## src/rtl/alu_op_sequencer.sv

```systemverilog
// alu_op_sequencer: issue/writeback stage feeding an external signed ALU.
// Ports: clk, reset (sync, active-high); instr_* valid/ready instruction
//   input (load-immediate or ALU op on register indices); A/B/ALU_Sel
//   registered ALU drive; ALU_Out combinational ALU result; done one-cycle
//   retire pulse; busy high in ISSUE/WB.
// Optional: define ALU_SEQ_ZERO_FLAG_EN to add registered output zero_flag.
module alu_op_sequencer #(
  parameter int WIDTH = 8,
  parameter int NREGS = 4,
  localparam int AW = $clog2(NREGS)
) (
  input  logic             clk,
  input  logic             reset,
  input  logic             instr_valid,
  output logic             instr_ready,
  input  logic             instr_load,
  input  logic [1:0]       instr_sel,
  input  logic [AW-1:0]    instr_dst,
  input  logic [AW-1:0]    instr_srca,
  input  logic [AW-1:0]    instr_srcb,
  input  logic [WIDTH-1:0] instr_imm,
  output logic [WIDTH-1:0] A,
  output logic [WIDTH-1:0] B,
  output logic [1:0]       ALU_Sel,
  input  logic [WIDTH-1:0] ALU_Out,
`ifdef ALU_SEQ_ZERO_FLAG_EN
  output logic             zero_flag,
`endif
  output logic             done,
  output logic             busy
);

  typedef enum logic [1:0] {
    S_IDLE,
    S_ISSUE,
    S_WB
  } state_t;

  state_t r_state;
  state_t w_next;

  logic [WIDTH-1:0] r_rf [NREGS];
  logic [WIDTH-1:0] r_a;
  logic [WIDTH-1:0] r_b;
  logic [1:0]       r_sel;
  logic [AW-1:0]    r_dst;
  logic             r_done;

  logic w_ready;
  logic w_busy;
  logic w_accept;

  // Ready is a pure function of state.
  always_comb begin
    w_next  = r_state;
    w_ready = 1'b0;
    w_busy  = 1'b0;
    unique case (r_state)
      S_IDLE: begin
        w_ready = 1'b1;
        if (instr_valid && !instr_load)
          w_next = S_ISSUE;
      end
      S_ISSUE: begin
        w_busy = 1'b1;
        w_next = S_WB;
      end
      S_WB: begin
        w_busy = 1'b1;
        w_next = S_IDLE;
      end
      default: w_next = S_IDLE;
    endcase
  end

  assign w_accept = instr_valid && w_ready;

  always_ff @(posedge clk) begin
    if (reset)
      r_state <= S_IDLE;
    else
      r_state <= w_next;
  end

  // Loads retire at the accept edge; ALU ops write back when leaving ISSUE.
  // done is registered so it appears in the cycle after either write.
  always_ff @(posedge clk) begin
    if (reset) begin
      for (int i = 0; i < NREGS; i++)
        r_rf[i] <= '0;
      r_a    <= '0;
      r_b    <= '0;
      r_sel  <= '0;
      r_dst  <= '0;
      r_done <= 1'b0;
    end else begin
      r_done <= 1'b0;
      if (w_accept) begin
        if (instr_load) begin
          r_rf[instr_dst] <= instr_imm;
          r_done          <= 1'b1;
        end else begin
          r_a   <= r_rf[instr_srca];
          r_b   <= r_rf[instr_srcb];
          r_sel <= instr_sel;
          r_dst <= instr_dst;
        end
      end
      if (r_state == S_ISSUE) begin
        r_rf[r_dst] <= ALU_Out;
        r_done      <= 1'b1;
      end
    end
  end

`ifdef ALU_SEQ_ZERO_FLAG_EN
  logic r_zero;

  always_ff @(posedge clk) begin
    if (reset)
      r_zero <= 1'b0;
    else if (r_state == S_ISSUE)
      r_zero <= (ALU_Out == '0);
    else if (w_accept && instr_load)
      r_zero <= (instr_imm == '0);
  end

  assign zero_flag = r_zero;
`endif

  assign instr_ready = w_ready;
  assign busy        = w_busy;
  assign done        = r_done;
  assign A           = r_a;
  assign B           = r_b;
  assign ALU_Sel     = r_sel;

endmodule
```

## config.mk

```make
export PLATFORM = sky130hd
export DESIGN_NAME = alu_op_sequencer
export DESIGN_NICKNAME = d
export VERILOG_FILES = /design/src/rtl/alu_op_sequencer.sv
export SDC_FILE = /design/constraint.sdc
export NUM_CORES = 1
export LEC_CHECK = 0
export CORE_MARGIN = 4
export CORE_UTILIZATION = 50
export CTS_BUF_LIST = sky130_fd_sc_hd__clkbuf_16
export DETAILED_ROUTE_END_ITERATION = 8
export GPL_TIMING_DRIVEN = 0
export PLACE_DENSITY = 0.77
export SLEW_MARGIN = 20
export SYNTH_ARGS = -nofsm -noshare
export SYNTH_HDL_FRONTEND = slang
export SYNTH_SLANG_ARGS = --single-unit
```

## constraint.sdc

```tcl
create_clock -name clk -period 2.7 [get_ports clk]
set_input_delay 0.54 -clock clk [delete_from_list [all_inputs] [get_ports clk]]
set_output_delay 0.54 -clock clk [all_outputs]
set_load 0.02 [all_outputs]
```

## Word level (Yosys, flattened, before mapping)

Memory sizes are Yosys's and may differ from the RTL's. A register that Yosys moved wholly into a read port is not among the register bits.
Index checks and enable logic that the tools add are counted.
W data, S select, Z words.

| storage, ports and cells | value |
|---|---|
| logic and storage cells | 37 |
| latch bits | 0 |
| memory bits (read-only) | 0 |
| RAM bits | 32 |
| input bits | 28 |
| register bits after elaboration | 7 |
| memories | 1 |

| cells by class | value |
|---|---|
| shift-type cells | 0 |
| reductions and logical operators | 8 |
| $lt $le $gt $ge | 0 |
| $add $sub $neg | 0 |
| muxes and demuxes | 20 |
| divide/modulo/power cells | 0 |
| bitwise gates (word level) | 1 |
| eq/ne operators | 3 |
| multipliers | 0 |

Memories:

| name | words | bits a word | read ports | clocked after Yosys merged registers in | write ports | line | source |
|---|---|---|---|---|---|---|---|
| r_rf | 4 | 8 | 2 | 2 | 4 | 42 | `logic [WIDTH-1:0] r_rf [NREGS];` |

Operators by type and width:

| operator | count |
|---|---|
| $mux W8 | 2 |
| $reduce_or A8 Y1 | 2 |
| $mux W1 | 14 |
| $mux W2 | 3 |
| $pmux W2 S2 | 1 |
| $eq A2 B1 Y1 const B | 1 |
| $eq A2 B2 Y1 const B | 1 |
| $logic_and A1 B1 Y1 | 2 |
| $logic_not A2 Y1 | 1 |
| $ne A2 B2 Y1 const B | 1 |
| $reduce_and A2 Y1 | 1 |
| $reduce_or A2 Y1 | 1 |
| $logic_not A1 Y1 | 1 |
| $not A1 Y1 | 1 |

## Depth between registers and ports, before layout

Gate-level depths: netlist of run 1.

| logic depth | value |
|---|---|
| depth in word-level cells | 9 |
| mapped depth | 7 |
| depth with buffers taken out | 5 |

## Least setup slack after synthesis of run 1

OpenSTA, ideal clock, no wires.

| timing path | value |
|---|---|
| path kind | register to register |
| start | register r_state[1] |
| end | memory r_rf[0][0], enable pin |
| clock period less this slack | 2.299 ns |
| library setup time | 0.375 ns |
| data required time | 2.325 ns |
| buffers on the path | 2 |
| arrival | 1.924 ns |
| path slack | 0.401 ns |
| stages on the path, launching flop included | 8 |
| path through | dfxtp_1 -> inv_1 -> ha_1 -> or2_4 -> o32a_1 -> buf_6 -> buf_6 -> o21bai_1 |

RTL lines:

| item | line | source |
|---|---|---|
| from (decl) | 39 | `state_t r_state;` |
| from (signal assigned) | 82 | `r_state <= w_next;` |
| to (decl) | 42 |  |

==> results of run 1 <==
## cells in the final DEF (no fill, tap or decap), types with 2 or more instances in the layout
master           count
clkbuf_16            5
inv_1               11
buf_6                4
dfxtp_1             23
clkbuf_2             2
a21oi_1              2
a22o_1              16
o21ai_0              2
or3_1                2
clkdlybuf4s50_1     43
a32oi_1              8
ha_1                 4
buf_2                4
buf_1                2
nor2_1               9
o32a_1               2
mux4_2              16
nor3_1              24
nor2b_1              3
o21bai_2             3
mux2i_1              4
edfxtp_1            32
clkbuf_1             3
## cells in the mapped netlist
| cell type | n |
|---|---|
| o32ai_2 | 1 |
| or3_1 | 2 |
| o32a_1 | 2 |
| a21oi_1 | 2 |
| clkbuf_1 | 3 |
| nor2_1 | 9 |
| nand2b_1 | 1 |
| o21bai_1 | 3 |
| o21ai_0 | 2 |
| edfxtp_1 | 32 |
| nand3_1 | 1 |
| nor2b_1 | 3 |
| buf_6 | 4 |
| nor3_1 | 24 |
| clkbuf_2 | 2 |
| a32oi_1 | 8 |
| mux2i_1 | 4 |
| dfxtp_1 | 23 |
| or2_4 | 1 |
| nand3b_1 | 1 |
| and2b_1 | 1 |
| buf_2 | 4 |
| and3_1 | 1 |
| a221oi_2 | 1 |
| buf_1 | 2 |
| ha_1 | 4 |
| inv_1 | 11 |
| mux4_2 | 16 |
| a22o_1 | 16 |
## final timing paths
kind	start	to	depth (start not counted)
max	instr_valid	r_rf[3][4]	5
min	A[3]	A[3]	1
max reg2reg	r_state[1]	r_rf[0][0]	7
min reg2reg	A[3]	A[3]	1
## stage by stage
| stage | area (um2) | hold WS (ps) | worst slack, ps | std cells |
|---|---|---|---|---|
| 5_1_grt | 3238 | 505.6 | 74.11 | 302 |
| 6_report | 3238 | 477.1 | 238.7 | 302 |
| 4_1_cts | 3216 | 481.5 | 12.77 | 302 |
| 3_3_place_gp | 3052 | 460.9 | -110.7 | 294 |
| 3_5_place_dp | 3052 | 466.1 | -200.0 | 294 |
| 2_1_floorplan | 2537 | 507.2 | 401.3 | 184 |
## layer usage
layer  track usage (%)  wire [um]  vias up  part of all wire (%)
met3             4.649        336        7                   6.4
li1                  -          -      819                     -
met2             32.74       2661       66                    51
met5                 0          0        -                     0
met4             4.639         46        0                  0.88
met1             22.20       2203      807                    42
## registers in the layout (all words and copies together), names as in the netlist
register	count
A	8
r_dst	2
r_rf	32
r_state	2
ALU_Sel	2
B	8
done	1
## what timing repair did
action,in CTS,in global routing
endpoints found under the setup margin,0,24
resized for setup,0,4
hold buffers,0,0
## area by class of cell
cell class | instances | area share [%]
inverter | 11 | 1.275
timing repair buffer | 43 | 13.29
buffer | 15 | 2.898
clock inverter | 3 | 1.198
multi-input combinational | 103 | 30.99
sequential | 55 | 43.89
clock buffer | 5 | 3.864
tap | 67 | 2.589
## worst max-delay path, delay by kind of cell
kind	cells	cell delay (ps)
AO/OA/AOI/OAI	1	190
buffers and inverters	2	900
AND/OR/NAND/NOR	2	740
## cell families (layout without fill, tap and decap cells)
family	after synthesis	count (layout)	share of synthesized area, %
mux	20	20	15.78
fa+ha+maj	4	4	1.972
flops	55	55	56.02
simple gates	44	44	8.926
compound gates	35	35	11.98
buf+inv	26	77	5.325
## where the power goes
part	internal (mW)	switching [mW]	total, mW
registers	0.975	0.0417	1.02
clock network	0.433	0.274	0.707
logic	0.215	0.253	0.468
==> metrics.yaml, run 1 <==
outcome:
  status: "finished, final reports clean"
drt:
  drc: 0
  vias_per_cell: 5.626
  drt_iter0_drc: 50
  vias: 1699
  dr.pass1.iters: 4
  drt.antenna.violating_nets: 0
  wl_per_cell_um: 17.37
  drt_wl_total_um: 5246
sta:
  fmax_mhz: 406.3
  final.period_utilization_pct: 91.16
  setup_viol: 0
  fin_crit_ps: 2461
  skew_ps: 4.362
  finalHoldViolations: 0
  final_max_slew_viol_count: 0
  setup-tns-final_ps: 0
  tightest_slew_ps: 721.7
  maxSlewHeadroom_pct: 51.89
  rsz0062_at_grt: "no"
yosys:
  synth_top_area_share_pct: 37.87
  synth_seq_cells: 55
  yosys.cell_types.count: 29
  syn_area_um2: 2537
  synthCells: 184
  syn-num-nets: 216
  yosysWarnings: 0
  avgSynthCellArea_um2: 13.79
  synth_area_leaders: "edfxtp_1 (38%), dfxtp_1 (18%), mux4_2 (14%), a22o_1 (5.5%), nor3_1 (4.7%)"
  yosysTopAreaCell: "edfxtp_1"
  yosysSeqAreaShare_pct: 56.02
run:
  cap_violations: 0
clock_network:
  root_buffer: "clkbuf_16"
  tritoncts: "built"
  cts_setup_buffers: 0
  htreeDepth: 2
  cts_sinks: 55
  clock_latency_ps: 290
  cts_max_path_buffers: 2
  numCtsBuffers: 5
  path_clk_slew_ps: 60
floorplan:
  die_h_um: 79.24
  ioPinCount: 49
  row_count: 25
  die_width_um: 79.24
  core_area_um2: 4817
  initial_core_util_pct: 52.68
  die_area_um2: 6279
finish:
  drive_gt1_share_pct: 16.60
  final_util_pct: 67.22
  nFillCells: 389
  regArea_um2: 1421
  syn2layout_area_growth_pct: 27.61
  antennaDiodeCount: 0
  multiInputGateArea_um2: 1003
  nets: 266
critical_path:
  cp-start-kind: "primary input"
  crit_required_ps: 2620
  worst_path_max_delay_cell: "nor2_1"
  cp.arrival_ps: 2380
  cp_max_fo: 10
  path_class: "in2reg"
  cp-end-kind: "flip-flop"
  ff2ff_setup_slack_ps: 290
  crit_chain: "clkdlybuf4s50_1 -> and3_1 -> clkbuf_1 -> a221oi_4 -> nor2_1"
  max_stage_delay_ps: 580
placement:
  gp_congestion: 0.7888
  io_buffers: 43
  hpwl_um: 4033
pwr:
  power.total_mw: 2.190
  vdd_drop_max_v: 0.0003450
  power_density_nw_per_um2: 676.4
  p_leak_nw: 1.209
grt:
  grt_pass1_wl_um: 8769
  grt_pass1_vias: 1804
  grt-ovfl-total: 0
  grt_usage_pct: 18.38
  grt_max_degree: 17
  antenna_found_initial: 0
hold_path:
  min_path_type: "reg2reg"
Note: power is estimated with default switching activity, not from simulation.
==> run 2, diff against run 1 <==
CORE_UTILIZATION = 35   (was 50)
PLACE_DENSITY = default   (was 0.77)
==> run 2 against run 1 <==
Global-route usage down 5.2 points. Combinational power about the same. Design area is 1.0% higher. Critical path depth is the same. Cell count increased by 9.3%. Sequential power barely moved. Clock power grew 0.6%. Sequential share of layout area fell by 0.45 points. Flip-flop and latch count stayed put. Critical endpoint is now r_rf[3][0]. Largest cell class unchanged.
==> metrics.yaml, run 2 (synthesis gave the netlist of run 1 again) <==
floorplan:
  initial_core_util_pct: 36.74
  die_width_um: 93.15
  ioPinCount: 49
  die_h_um: 93.15
  die_area_um2: 8676
  core_area_um2: 6907
  row_count: 30
sta:
  fin_crit_ps: 2524
  final.period_utilization_pct: 93.50
  tightest_slew_ps: 746.6
  skew_ps: 5.191
  rsz0062_at_grt: "no"
  setup_viol: 0
  finalHoldViolations: 0
  setup_ws_ps: 175.6
  final_max_slew_viol_count: 0
  maxSlewHeadroom_pct: 50.04
  fmax_mhz: 396.1
critical_path:
  crit_chain: "clkdlybuf4s50_1 -> and3_1 -> clkbuf_1 -> a221oi_4 -> nor2_1"
  worstRegToRegCells: 6
  crit_required_ps: 2620
  critPathTopFamily: "buffers and inverters"
  r2r-start: "r_state[1]"
  max_stage_delay_ps: 620
  cp_max_fo: 10
  cp.arrival_ps: 2450
  path_class: "in2reg"
  crit_start: "instr_load"
  cp-end-kind: "flip-flop"
  cp_num_buf_inv: 2
  crit_cells: 5
  worst_path_max_delay_cell: "nor2_1"
  cp-start-kind: "primary input"
clock_network:
  post_cts_resized: 0
  cts_sinks: 55
  cts_max_path_buffers: 2
  holdBufCountCts: 0
  path_clk_slew_ps: 70
  cts_setup_buffers: 0
  htreeDepth: 2
  tritoncts: "built"
  numCtsBuffers: 5
  root_buffer: "clkbuf_16"
  clock_latency_ps: 290
placement:
  gp_congestion: 0.7637
  io_buffers: 43
  place_ws_ps: -186.2
  hpwl_um: 4101
  dpl_cell_area_um2: 3088
  dp_cells: 323
grt:
  grt_max_degree: 17
  grt-ovfl-total: 0
  met3_usage_pct: 4.264
  grt_pass1_wl_um: 8935
  use_met2_pct: 22.32
  antenna_found_initial: 0
  grtUsageMet1_pct: 16.62
  grt_usage_pct: 13.19
  grt_pass1_vias: 1763
  grt-busiest-layer: "met2"
pwr:
  p_int_mw: 1.623
  p_leak_nw: 1.208
  p_sw_uw: 569.3
  seq_power_share_pct: 46.2
  power_frac_comb_pct: 21.3
  power_density_nw_per_um2: 670.0
  pwr-share-clk_pct: 32.4
  power.total_mw: 2.192
  vdd_drop_max_v: 0.0002630
  switching_share_pct: 25.97
finish:
  syn2layout_area_growth_pct: 28.94
  final_util_pct: 47.37
  final_cell_mix: "clkdlybuf4s50_1 (43), edfxtp_1 (32), nor3_1 (24)"
  nets: 266
  antennaDiodeCount: 0
  regArea_um2: 1421
  fin_area_um2: 3272
  regMostFlops: "r_rf"
  largest_reg_flops: 32
  final_cells: 330
  drive_gt1_share_pct: 16.67
  nFillCells: 660
  multiInputGateArea_um2: 1003
  final_common_cell: "clkdlybuf4s50_1"
drt:
  drt_wl_total_um: 5115
  vias_per_cell: 4.967
  vias: 1639
  drt_iter0_drc: 64
  drc: 0
  drt.antenna.violating_nets: 0
  dr.pass1.iters: 4
  wl_per_cell_um: 15.50
hold_path:
  whs_path_depth: 1
  min_path_type: "reg2reg"
  hold_path_startpoint: "B[7]"
outcome:
  status: "finished, final reports clean"
run:
  cap_violations: 0
==> run 2: changes by cell type in the layout (fill, tap and decap cells not counted), sizes merged <==
cell | previous run | this run
clkinv | 2 | 0
inv | 11 | 12
==> run 2: cell type report <==
type                            instances  area share, %
Multi-Input combinational cell        103          30.67
Tap cell                               96          3.671
Timing Repair Buffer                   43          13.15
Sequential cell                        55          43.44
Inverter                               11          1.262
Clock buffer                            5          3.824
Clock inverter                          2          1.109
Buffer                                 15          2.868
==> run 2: layer usage <==
metal	vias up	share of wire, %
met2	44	47
met3	2	5.8
met5	-	0
met4	0	0.29
met1	774	47
li1	819	-
==> run 2: worst paths after layout <==
kind / endpoint / slack (ps)
worst min register to register: B[7] / 480
worst max-delay path: r_rf[3][0] / 180
worst max register to register: r_rf[3][0] / 250
worst min-delay path: B[7] / 480
==> run 2: stage by stage <==
stage          TNS (ps)  hold WS [ps]
6_report              0         477.9
3_5_place_dp      -5013         465.9
5_1_grt               0         500.3
4_1_cts               0         482.1
3_3_place_gp      -3394         463.3
2_1_floorplan         0         507.2
==> run 2: worst reg2reg max path, cell delays in order, from the launching register on <==
cell      delay, ps
dfxtp_1         300
inv_1           120
ha_1            250
and3_1          170
clkbuf_1        410
a221oi_4        200
nor2_1          620
==> run 2: power by group through the flow <==
| stage | Sequential, mW | Combinational (mW) | Clock, mW |
|---|---|---|---|
| floorplan | 1.04 | 0.280 | 0 |
| global placement | 1.03 | 0.459 | 0 |
| detailed placement | 1.03 | 0.464 | 0 |
| CTS | 1.01 | 0.466 | 0.726 |
| global route | 1.03 | 0.515 | 0.765 |
| finish | 1.01 | 0.467 | 0.711 |
==> run 3, diff against run 2 <==
CORE_ASPECT_RATIO = 0.5   (was default)
==> run 3 against run 2 <==
Global-route usage grew 0.50 points. Power fell by 3.0%. Cell count down 0.91%. Critical path depth up 2. Flip-flop and latch count unchanged. Count of clock-buffer cells in the layout did not move. First-iteration DRC count increased to 2.6 times the previous value. Wire length grew 8.7%. Utilization barely moved. Clock skew about the same. Worst setup slack improved by 160 ps. Fmax up 6.8%. Highest routed layer unchanged.
==> metrics.yaml, run 3 (synthesis gave the netlist of run 1 again) <==
finish:
  fin_area_um2: 3252
  final_cells: 327
  syn2layout_area_growth_pct: 28.16
  final_cell_mix: "clkdlybuf4s50_1 (43), edfxtp_1 (32), nor3_1 (24)"
  drive_gt1_share_pct: 17.02
  nFillCells: 606
  final_common_cell: "clkdlybuf4s50_1"
  antennaDiodeCount: 0
  nets: 266
  largest_reg_flops: 32
  regMostFlops: "r_rf"
  final_util_pct: 47.42
pwr:
  power_frac_comb_pct: 22.2
  pwr-share-clk_pct: 29.9
  p_sw_uw: 591.4
  vdd_drop_max_v: 0.0002494
  seq_power_share_pct: 47.9
  power_density_nw_per_um2: 653.8
  p_int_mw: 1.535
  switching_share_pct: 27.82
  p_leak_nw: 1.204
  power.total_mw: 2.126
drt:
  vias_per_cell: 5.260
  wl_per_cell_um: 17.00
  drt_wl_total_um: 5560
  drt.antenna.violating_nets: 0
  vias: 1720
  drt_iter0_drc: 168
  dr.pass1.iters: 4
  drc: 0
floorplan:
  core_area_um2: 6858
  die_h_um: 68.21
  initial_core_util_pct: 37.00
  die_width_um: 128.4
  ioPinCount: 49
  row_count: 21
  die_area_um2: 8759
hold_path:
  min_path_type: "reg2reg"
outcome:
  status: "finished, final reports clean"
clock_network:
  clock_latency_ps: 290
  path_clk_slew_ps: 70
  cts_sinks: 55
  tritoncts: "built"
  htreeDepth: 2
  numCtsBuffers: 5
  cts_max_path_buffers: 2
  root_buffer: "clkbuf_16"
  cts_setup_buffers: 0
sta:
  fmax_mhz: 423.2
  hold_ws_ps: 486.3
  rsz0062_at_grt: "no"
  setup-tns-final_ps: 0
  fin_crit_ps: 2363
  maxSlewHeadroom_pct: 49.31
  final_max_slew_viol_count: 0
  skew_ps: 4.774
  setup_viol: 0
  setup_ws_ps: 337.1
  finalHoldViolations: 0
  final.period_utilization_pct: 87.51
  tightest_slew_ps: 760.3
critical_path:
  critPathTopFamily: "compound AO/OA/AOI/OAI gates"
  cp.arrival_ps: 2300
  max_stage_delay_ps: 400
  cp-end-kind: "flip-flop"
  path_class: "reg2reg"
  crit_required_ps: 2640
  cp-start-kind: "flip-flop"
  cp_num_buf_inv: 3
  worst_path_max_delay_cell: "o21bai_2"
  crit_chain: "inv_1 -> ha_1 -> or2_4 -> o32a_1 -> buf_6 -> buf_6 -> o21bai_2"
  cp_max_fo: 10
  critPathMostFrequentCell: "buf_6"
placement:
  dpl_cell_area_um2: 3083
  io_buffers: 43
  hpwl_um: 4421
  place_ws_ps: -211.5
  gp_congestion: 0.7725
  dp_cells: 319
run:
  cap_violations: 0
grt:
  grt_pass1_wl_um: 9066
  grt_usage_pct: 13.69
  grt-ovfl-total: 0
  antenna_found_initial: 0
  grt_max_degree: 18
  grt_pass1_vias: 1778
-- run 3: cell count changes in the layout (fill, tap and decap cells not counted), sizes merged --
cell,before,now
inv,12,14
bufinv,1,0
-- run 3: cell type report --
| class | instances | area [um2] | share of cell area (%) |
|---|---|---|---|
| Multi-Input combinational cell | 103 | 1006 | 30.93 |
| Clock inverter | 3 | 18.77 | 0.5771 |
| Inverter | 11 | 41.29 | 1.270 |
| Tap cell | 92 | 115.1 | 3.540 |
| Clock buffer | 5 | 125.1 | 3.848 |
| Buffer | 15 | 93.84 | 2.886 |
| Sequential cell | 55 | 1421 | 43.71 |
| Timing Repair Buffer | 43 | 430.4 | 13.24 |
-- run 3: path summary, 6_finish.rpt --
check,startpoint,end,slack (ps),depth (start not counted)
hold reg to reg,A[0],A[0],490,1
hold / removal,A[0],A[0],490,1
setup reg to reg,r_state[1],r_rf[2][7],340,7
setup / recovery,r_state[1],r_rf[2][7],340,7
-- run 3: layer usage --
| metal | part of all wire (%) | track usage (%) | up-vias | wire length, um |
|---|---|---|---|---|
| li1 | - | - | 822 | - |
| met1 | 50 | 18.52 | 850 | 2779 |
| met2 | 43 | 21.50 | 43 | 2407 |
| met3 | 5.8 | 4.287 | 5 | 321 |
| met4 | 0.94 | 3.704 | 0 | 52 |
| met5 | 0 | 0 | - | 0 |
-- run 3: what timing repair did --
item | in CTS | in global routing
hold buffers | 0 | 0
setup endpoints to repair | 0 | 24
gates resized for setup | 0 | 5
-- run 3: power by group through the flow --
| stage | Sequential (mW) | Combinational, mW | Clock [mW] |
|---|---|---|---|
| 3_5_place_dp | 1.04 | 0.462 | 0 |
| 4_1_cts | 1.02 | 0.464 | 0.652 |
| 6_report | 1.02 | 0.473 | 0.636 |
| 2_1_floorplan | 1.04 | 0.280 | 0 |
| 5_1_grt | 1.03 | 0.513 | 0.690 |
| 3_3_place_gp | 1.03 | 0.453 | 0 |
